**config.mk**
```make
export PLATFORM = sky130hd
export DESIGN_NAME = frame_update_scheduler
export DESIGN_NICKNAME = d
export VERILOG_FILES = /design/src/rtl/frame_update_scheduler.sv
export SDC_FILE = /design/constraint.sdc
export NUM_CORES = 1
export LEC_CHECK = 0
export CORE_UTILIZATION = 47
export DETAILED_ROUTE_END_ITERATION = 8
export PLACE_DENSITY_LB_ADDON = 0.05
export SYNTH_ARGS = -nofsm -noshare
export SYNTH_HDL_FRONTEND = slang
export SYNTH_SLANG_ARGS = --single-unit
```
**constraint.sdc**
```tcl
create_clock -name clk -period 26.4 [get_ports clk]
set_clock_uncertainty 0.05 [all_clocks]
set_input_delay 3.96 -clock clk [delete_from_list [all_inputs] [get_ports clk]]
set_output_delay 3.96 -clock clk [all_outputs]
set_load 0.1 [all_outputs]
```
**src/rtl/frame_update_scheduler.sv**
```systemverilog
// Per-frame scan of the snake playfield: compares each cell against
// a shadow of the last drawn frame and issues draw commands for changes.
module frame_update_scheduler #(
  parameter int GRID_W     = 16,
  parameter int GRID_H     = 12,
  parameter int CODE_W     = 3,
  parameter int LOOKUP_LAT = 1
) (
  input  logic              clk,
  input  logic              rst,
  input  logic              frame_start,
  input  logic              game_over,
  input  logic [CODE_W-1:0] obj_code,
  output logic [3:0]        x,
  output logic [3:0]        y,
  output logic              cmd_valid,
  output logic [3:0]        cmd_x,
  output logic [3:0]        cmd_y,
  output logic [CODE_W-1:0] cmd_code,
  input  logic              cmd_done,
  output logic              init_cycle,
  output logic              busy,
  output logic              frame_done,
  output logic              overrun
);

  localparam int N  = GRID_W * GRID_H;
  localparam int AW = $clog2(N);
  localparam int LW = (LOOKUP_LAT < 1) ? 1 : $clog2(LOOKUP_LAT + 1);

  localparam logic [2:0] S_IDLE = 3'd0;
  localparam logic [2:0] S_SCAN = 3'd1;
  localparam logic [2:0] S_WAIT = 3'd2;
  localparam logic [2:0] S_NEXT = 3'd3;
  localparam logic [2:0] S_DONE = 3'd4;

  logic [2:0]        r_state;
  logic [3:0]        r_x;
  logic [3:0]        r_y;
  logic [LW-1:0]     r_lat;
  logic              r_force;
  logic              r_init;
  logic              r_overrun;
  logic              r_cmd_valid;
  logic [3:0]        r_cmd_x;
  logic [3:0]        r_cmd_y;
  logic [CODE_W-1:0] r_cmd_code;
  logic [CODE_W-1:0] r_shadow [N];

  logic [AW-1:0]     w_idx;
  logic              w_last_x;
  logic              w_last_y;
  logic              w_hit;
  logic              w_diff;
  logic              w_commit;

  assign w_idx    = AW'(int'(r_y) * GRID_W + int'(r_x));
  assign w_last_x = (r_x == 4'(GRID_W - 1));
  assign w_last_y = (r_y == 4'(GRID_H - 1));
  assign w_hit    = (r_lat == LW'(LOOKUP_LAT));
  assign w_diff   = (obj_code != r_shadow[w_idx]);
  assign w_commit = (r_state == S_WAIT) && cmd_done;

  assign x          = r_x;
  assign y          = r_y;
  assign cmd_valid  = r_cmd_valid;
  assign cmd_x      = r_cmd_x;
  assign cmd_y      = r_cmd_y;
  assign cmd_code   = r_cmd_code;
  assign init_cycle = r_init;
  assign overrun    = r_overrun;
  assign busy       = (r_state != S_IDLE);
  assign frame_done = (r_state == S_DONE);

  // Scan FSM: walk cells row-major, emit a command for each changed cell
  always_ff @(posedge clk or posedge rst) begin
    if (rst) begin
      r_state     <= S_IDLE;
      r_x         <= '0;
      r_y         <= '0;
      r_lat       <= '0;
      r_force     <= 1'b0;
      r_init      <= 1'b1;
      r_overrun   <= 1'b0;
      r_cmd_valid <= 1'b0;
      r_cmd_x     <= '0;
      r_cmd_y     <= '0;
      r_cmd_code  <= '0;
    end else begin
      if (frame_start && (r_state != S_IDLE))
        r_overrun <= 1'b1;
      case (r_state)
        S_IDLE: begin
          if (frame_start) begin
            r_force <= r_init | game_over;
            r_x     <= '0;
            r_y     <= '0;
            r_lat   <= '0;
            r_state <= S_SCAN;
          end
        end
        S_SCAN: begin
          if (!w_hit) begin
            r_lat <= r_lat + 1'b1;
          end else if (r_force || w_diff) begin
            r_cmd_x     <= r_x;
            r_cmd_y     <= r_y;
            r_cmd_code  <= obj_code;
            r_cmd_valid <= 1'b1;
            r_state     <= S_WAIT;
          end else begin
            r_state <= S_NEXT;
          end
        end
        S_WAIT: begin
          if (cmd_done) begin
            r_cmd_valid <= 1'b0;
            r_state     <= S_NEXT;
          end
        end
        S_NEXT: begin
          if (w_last_x && w_last_y) begin
            r_state <= S_DONE;
          end else begin
            if (w_last_x) begin
              r_x <= '0;
              r_y <= r_y + 1'b1;
            end else begin
              r_x <= r_x + 1'b1;
            end
            r_lat   <= '0;
            r_state <= S_SCAN;
          end
        end
        S_DONE: begin
          r_init  <= 1'b0;
          r_x     <= '0;
          r_y     <= '0;
          r_state <= S_IDLE;
        end
        default: r_state <= S_IDLE;
      endcase
    end
  end

  // Shadow of the last drawn frame, updated when a draw completes
  always_ff @(posedge clk or posedge rst) begin
    if (rst) begin
      for (int i = 0; i < N; i++)
        r_shadow[i] <= '0;
    end else if (w_commit) begin
      r_shadow[w_idx] <= r_cmd_code;
    end
  end

endmodule

```
==> out/results.txt, run 1 <==
final hold violation count - 0
fin crit period - 7130 ps
Slew Limit Fails - 0
Crit Path Class - flop to output pin
register bit total from synthesis - 603
fin crit share - 27.01%
share of layout cells above drive strength 1 - 11.72%
row count - 88
number of synthesized flops with an enable pin - 0
GR Util All Layers - 27.81%
Mapped Area - 27,530 um^2
setup violators final - 0
antenna violations before repair - 0
n_diodes - 0
CTS max path bufs - 3
syn_area_per_cell - 10.30 um^2
DRC - 0
Clk Latency, worst-skew pair - 600 ps
synth warn - 0
ys async rst share - 100.0%
Syn Nets - 2,690
TritonCTS Sinks - 603
status - complete, no violations
number of fill cells - 5,161
num ports - 32
CTS resizes - 0
Post-Synthesis Cells - 2,674
hold_ws - 411.0 ps
Max Freq - 140.3 MHz
Initial Utilization - 47.63%
drt pass-1 iters - 5
hold-fix buffers at CTS - 0
Final HPWL DP - 49,950 um
top post-synthesis cells by area - dfrtp_1 55%, nand2_1 11%, o21ai_0 10%, mux4_2 8.0%, mux2i_1 3.7%
Slew headroom - 15.90%
ys flop type - dfrtp_1
Chip Width - 244.0 um
Core Area - 57,810 um^2
chip height - 244.0 um
Worst Path Required - 22,390 ps
crit-path max FO - 34
count of buffers from port buffering - 31
Setup crit start kind - flop
post-synth top area cell - dfrtp_1
total CTS buffers - 67
Worst path slowest cell - clkdlybuf4s50_1
Pleak - 0.01311 uW
vias in the first global route - 19.92k
Worst Path Arrival - 3120 ps
top cell types by occurrence after synthesis - 781 x nand2_1, 602 x dfrtp_1, 559 x o21ai_0
Critical Path Max Stage Delay - 1160 ps
Root Buffer - clkbuf_16
Least-Margin Pin Slew - 1256 ps
H-Tree Depth - 3
first-pass GRT wire length - 125,200 um
area fraction of the dominant cell type after synthesis - 54.72%
Hold Path Class - flop to flop
post-CTS setup buffer count - 0
Netlist cell types - 67
gr ovfl total - 0
GP Congestion - 0.8288
Vias per Instance - 5.787
count leader, synth - nand2_1
Max IR drop VDD - 0.1128 mV
Synth-to-Final Area Change - 11.19%
element type at the critical path end - output pin
DP Cell Count - 3,343
sequential area share after synthesis - 54.81%
Setup TNS - 0 ps
CTS tree - yes
Die ar. - 59,550 um^2
WL/cell - 23.21 um
Clock transition at path regs - 60 ps
RSZ-0062 raised after global routing - no
Power Dens Cells - 90.15 nW/um^2
Final ANT Viol Nets - 0
1st-iter DRT viols - 1,421
max-cap check violation count - 0
critical path, cell by cell - or3_1, clkdlybuf4s50_1
largest net degree at the start of global routing - 170
Layout Nets - 2,663
via count - 20.03k
final wirelength - 80,340 um
fin cells - 3,461
[metal layers]
| layer | GRT usage [%] | vias up | routed length [um] |
|---|---|---|---|
| met5 | 0 | - | 0 |
| met4 | 7.408 | 0 | 1571 |
| met3 | 4.609 | 110 | 4530 |
| met2 | 42.86 | 529 | 36600 |
| met1 | 40.82 | 10070 | 37640 |
| li1 | - | 9322 | - |
[cell usage in the layout (no fill, tap or decap), types with 5 or more instances in the layout]
| cell | instances |
|---|---|
| mux2i_1 | 102 |
| o21a_1 | 12 |
| a31oi_1 | 5 |
| dfrtp_1 | 599 |
| nor2_1 | 32 |
| clkbuf_8 | 21 |
| nand2_1 | 781 |
| nand2b_1 | 5 |
| o31ai_1 | 14 |
| and3_1 | 8 |
| clkbuf_16 | 73 |
| o311ai_2 | 10 |
| nand3_1 | 10 |
| nor3_1 | 6 |
| clkbuf_1 | 16 |
| nand4_1 | 6 |
| a21oi_1 | 32 |
| nor2b_1 | 5 |
| mux2_2 | 32 |
| and2_0 | 5 |
| o221ai_1 | 7 |
| and2_1 | 11 |
| mux4_2 | 98 |
| a211oi_1 | 11 |
| nor3b_1 | 9 |
| a22oi_1 | 42 |
| o22ai_1 | 8 |
| ha_1 | 8 |
| clkinv_2 | 6 |
| a22o_1 | 10 |
| clkdlybuf4s50_1 | 31 |
| o21ai_0 | 559 |
| buf_4 | 45 |
| inv_1 | 14 |
[sequential cells by signal (all words and copies together) (netlist names)]
signal,flops
cmd_x,4
r_state,3
cmd_code,3
x,4
y,4
r_lat,1
overrun,1
cmd_y,4
r_force,1
r_shadow,576
init_cycle,1
cmd_valid,1
[power by group]
| group | switching, uW | internal [uW] | total [uW] |
|---|---|---|---|
| sequential | 64.1 | 966 | 1030 |
| clock | 379 | 571 | 949 |
| combinational | 567 | 214 | 780 |
[through the flow]
stage          total power (uW)  utilization (%)  area, um^2  worst slack, ps
6_report                   2760            52.96       30610            19270
5_1_grt                    2873            52.96       30610            18780
4_1_cts                    2781            52.96       30610            19180
3_5_place_dp               1827            49.08       28370            18570
3_3_place_gp               1821            49.08       28370            18640
2_1_floorplan              1605                -       27530             5512
[worst max-delay path, delay by kind of cell (launching register included)]
family                 cells  cell delay (ps)
flip-flops                 1             1050
buffers and inverters      1             1160
AND/OR/NAND/NOR            1              300
[worst paths after layout]
kind / startpoint / to / slack [ps] / depth (start not counted)
max in group asynchronous: rst / r_shadow[202] / 19390 / 5
setup / recovery: r_state[2] / busy / 19270 / 2
min in group asynchronous: rst / r_shadow[95] / 3800 / 2
hold / removal: overrun / overrun / 410 / 1
setup reg to reg: x[1] / cmd_code[2] / 20910 / 11
hold reg to reg: overrun / overrun / 410 / 1
[kinds of logic (layout without fill, tap and decap cells)]
kind of cell             Yosys count  count (layout)  share of synthesized area [%]
AND/OR/NAND/NOR                  895             895                          12.96
adder cells (fa/ha/maj)            8               8                         0.3636
flip-flops                       603             603                          54.81
AO/OA/AOI/OAI                    735             735                          15.18
multiplexers                     232             232                          13.03
XOR/XNOR                           7               7                         0.2227
buffers and inverters            194             216                          3.427
[final cells by class]
cell class | instances | area, um^2 | share of cell area, %
flip-flops and latches | 603 | 15100 | 49.32
multi-input cells | 1877 | 11530 | 37.68
clock buffers | 110 | 2176 | 7.108
well taps | 765 | 957.2 | 3.127
repair buffers | 78 | 688.2 | 2.248
inverters | 20 | 90.09 | 0.2943
clock inverters | 8 | 67.56 | 0.2207
(Power assumes the default switching activity.)
==> run 2: changes to the inputs <==
==> constraint.sdc (replaced) <==
create_clock -name clk -period 6.8 [get_ports clk]
set_clock_uncertainty 0.05 [all_clocks]
set_input_delay 1.02 -clock clk [delete_from_list [all_inputs] [get_ports clk]]
set_output_delay 1.02 -clock clk [all_outputs]
set_load 0.1 [all_outputs]
==> run 2 against run 1 <==
Net effect: count of clock-buffer cells in the layout shrank 2; register-to-register slack worse by 19000 ps; cell count barely moved; die area stayed put; worst setup slack worse by 17000 ps; sequential cell count is the same; critical path depth rose by 8; worst hold slack lost 3.0 ps.
==> out/results.txt, run 2 (synthesis results as in run 1) <==
1st-iter DRT viols - 1,937
Clock transition at path regs - 60 ps
Crit Path Class - flop to flop
Slew headroom - 11.44%
sequential share of power - 37.9%
Pint - 6807 uW
Crit. Startpoint - x[1]
Top reg by flops - r_shadow
Max Freq - 209.2 MHz
post-CTS setup buffer count - 0
Max IR drop VDD - 0.4581 mV
GP Congestion - 0.8755
CTS tree - yes
post-layout util - 53.00%
Chip Width - 244.0 um
status - complete, no violations
num ports - 32
Final ANT Viol Nets - 0
setup violators final - 0
Root Buffer - clkbuf_16
count of buffers from port buffering - 31
Total Power - 10,720 uW
Pleak - 0.01312 uW
Least-Margin Pin Slew - 1322 ps
via count - 20.14k
total CTS buffers - 69
RSZ-0062 raised after global routing - no
row count - 88
Setup crit start kind - flop
Gate power share - 27.6%
DP Cell Count - 3,343
Layout Nets - 2,665
Slew Limit Fails - 0
element type at the critical path end - flop
fraction of power consumed by the clock network - 34.5%
crit-path max FO - 54
Final HPWL DP - 52,630 um
Hold Path Class - flop to flop
max-cap check violation count - 0
commonest non-fill, non-tap cell in the layout - nand2_1
first-pass GRT wire length - 129,400 um
most frequent cells in the layout - 781 x nand2_1, 599 x dfrtp_1, 559 x o21ai_0, 102 x mux2i_1, 98 x mux4_2
Die ar. - 59,550 um^2
Worst Path Required - 7170 ps
end of the critical path - cmd_y[0]
final wirelength - 83,410 um
CTS resizes - 0
Vias per Instance - 5.822
TritonCTS Sinks - 603
largest net degree at the start of global routing - 179
worst reg2reg path startpoint - x[1]
total net switching power - 3910 uW
share of layout cells above drive strength 1 - 11.62%
WL/cell - 24.11 um
CTS max path bufs - 3
fin crit share - 70.29%
vias in the first global route - 19.99k
Initial Utilization - 47.63%
gr ovfl total - 0
switching share of power - 36.48%
chip height - 244.0 um
Synth-to-Final Area Change - 11.28%
R2R depth - 10
max reg flops - 576
H-Tree Depth - 3
GR Util All Layers - 28.88%
drt pass-1 iters - 5
final hold violation count - 0
fin cells - 3,459
setup slack, reg-to-reg - 2020 ps
Power Dens Cells - 349.8 nW/um^2
hold-fix buffers at CTS - 0
Clk Latency, worst-skew pair - 600 ps
n_diodes - 0
DRC - 0
antenna violations before repair - 3
Core Area - 57,810 um^2
Worst Path Arrival - 5150 ps
fin crit period - 4780 ps
Reg-to-Reg End - cmd_y[0]
## run 2: worst min-delay path by stage
stage                         end     startpoint  depth (start not counted)
floorplan           r_shadow[111]  r_shadow[111]                          2
global placement          overrun        overrun                          1
detailed placement        overrun        overrun                          1
CTS                       overrun        overrun                          1
global route              overrun        overrun                          1
finish                    overrun        overrun                          1
## run 2: worst max-delay path, stage by stage, from the launching register on
cell and delay (ps):
dfrtp_4 1120, nor2b_1 290, buf_4 300, a22oi_1 210, a21oi_1 140, a2111oi_1 1150
o311ai_1 260, o41ai_2 420, buf_4 260, or3_4 280, o311ai_2 110
## run 2: layout make-up
| cell class | instances | area, um^2 |
|---|---|---|
| timing repair buffer | 78 | 725.7 |
| inverter | 20 | 86.33 |
| clock buffer | 108 | 2138 |
| tap | 765 | 957.2 |
| clock inverter | 8 | 93.84 |
| fill | 5192 | 27170 |
| sequential | 603 | 15100 |
| multi-input combinational | 1877 | 11530 |
## run 2: stage by stage
stage	hold slack (ps)	setup TNS [ps]	setup slack (ps)	area, um^2
4_1_cts	412.6	0	2090	30640
3_5_place_dp	400.4	0	2103	28400
2_1_floorplan	394.6	-1501790	-2494	27540
3_3_place_gp	391.8	0	2166	28400
5_1_grt	429.6	0	1785	30640
6_report	408.0	0	2020	30640
## run 2: power groups by stage
stage | Sequential [uW] | Combinational (uW) | Clock, uW
detailed placement | 4120 | 2960 | 0
global route | 4080 | 3150 | 3900
global placement | 4110 | 2940 | 0
finish | 4060 | 2960 | 3700
CTS | 4060 | 2960 | 3760
floorplan | 4220 | 2010 | 0
## run 2: metal layers
metal	vias up	wire length [um]	GRT usage, %
met2	578	37250	43.42
li1	9302	-	-
met4	2	2107	8.787
met5	-	10	0
met3	119	5143	4.774
met1	10140	38900	42.91
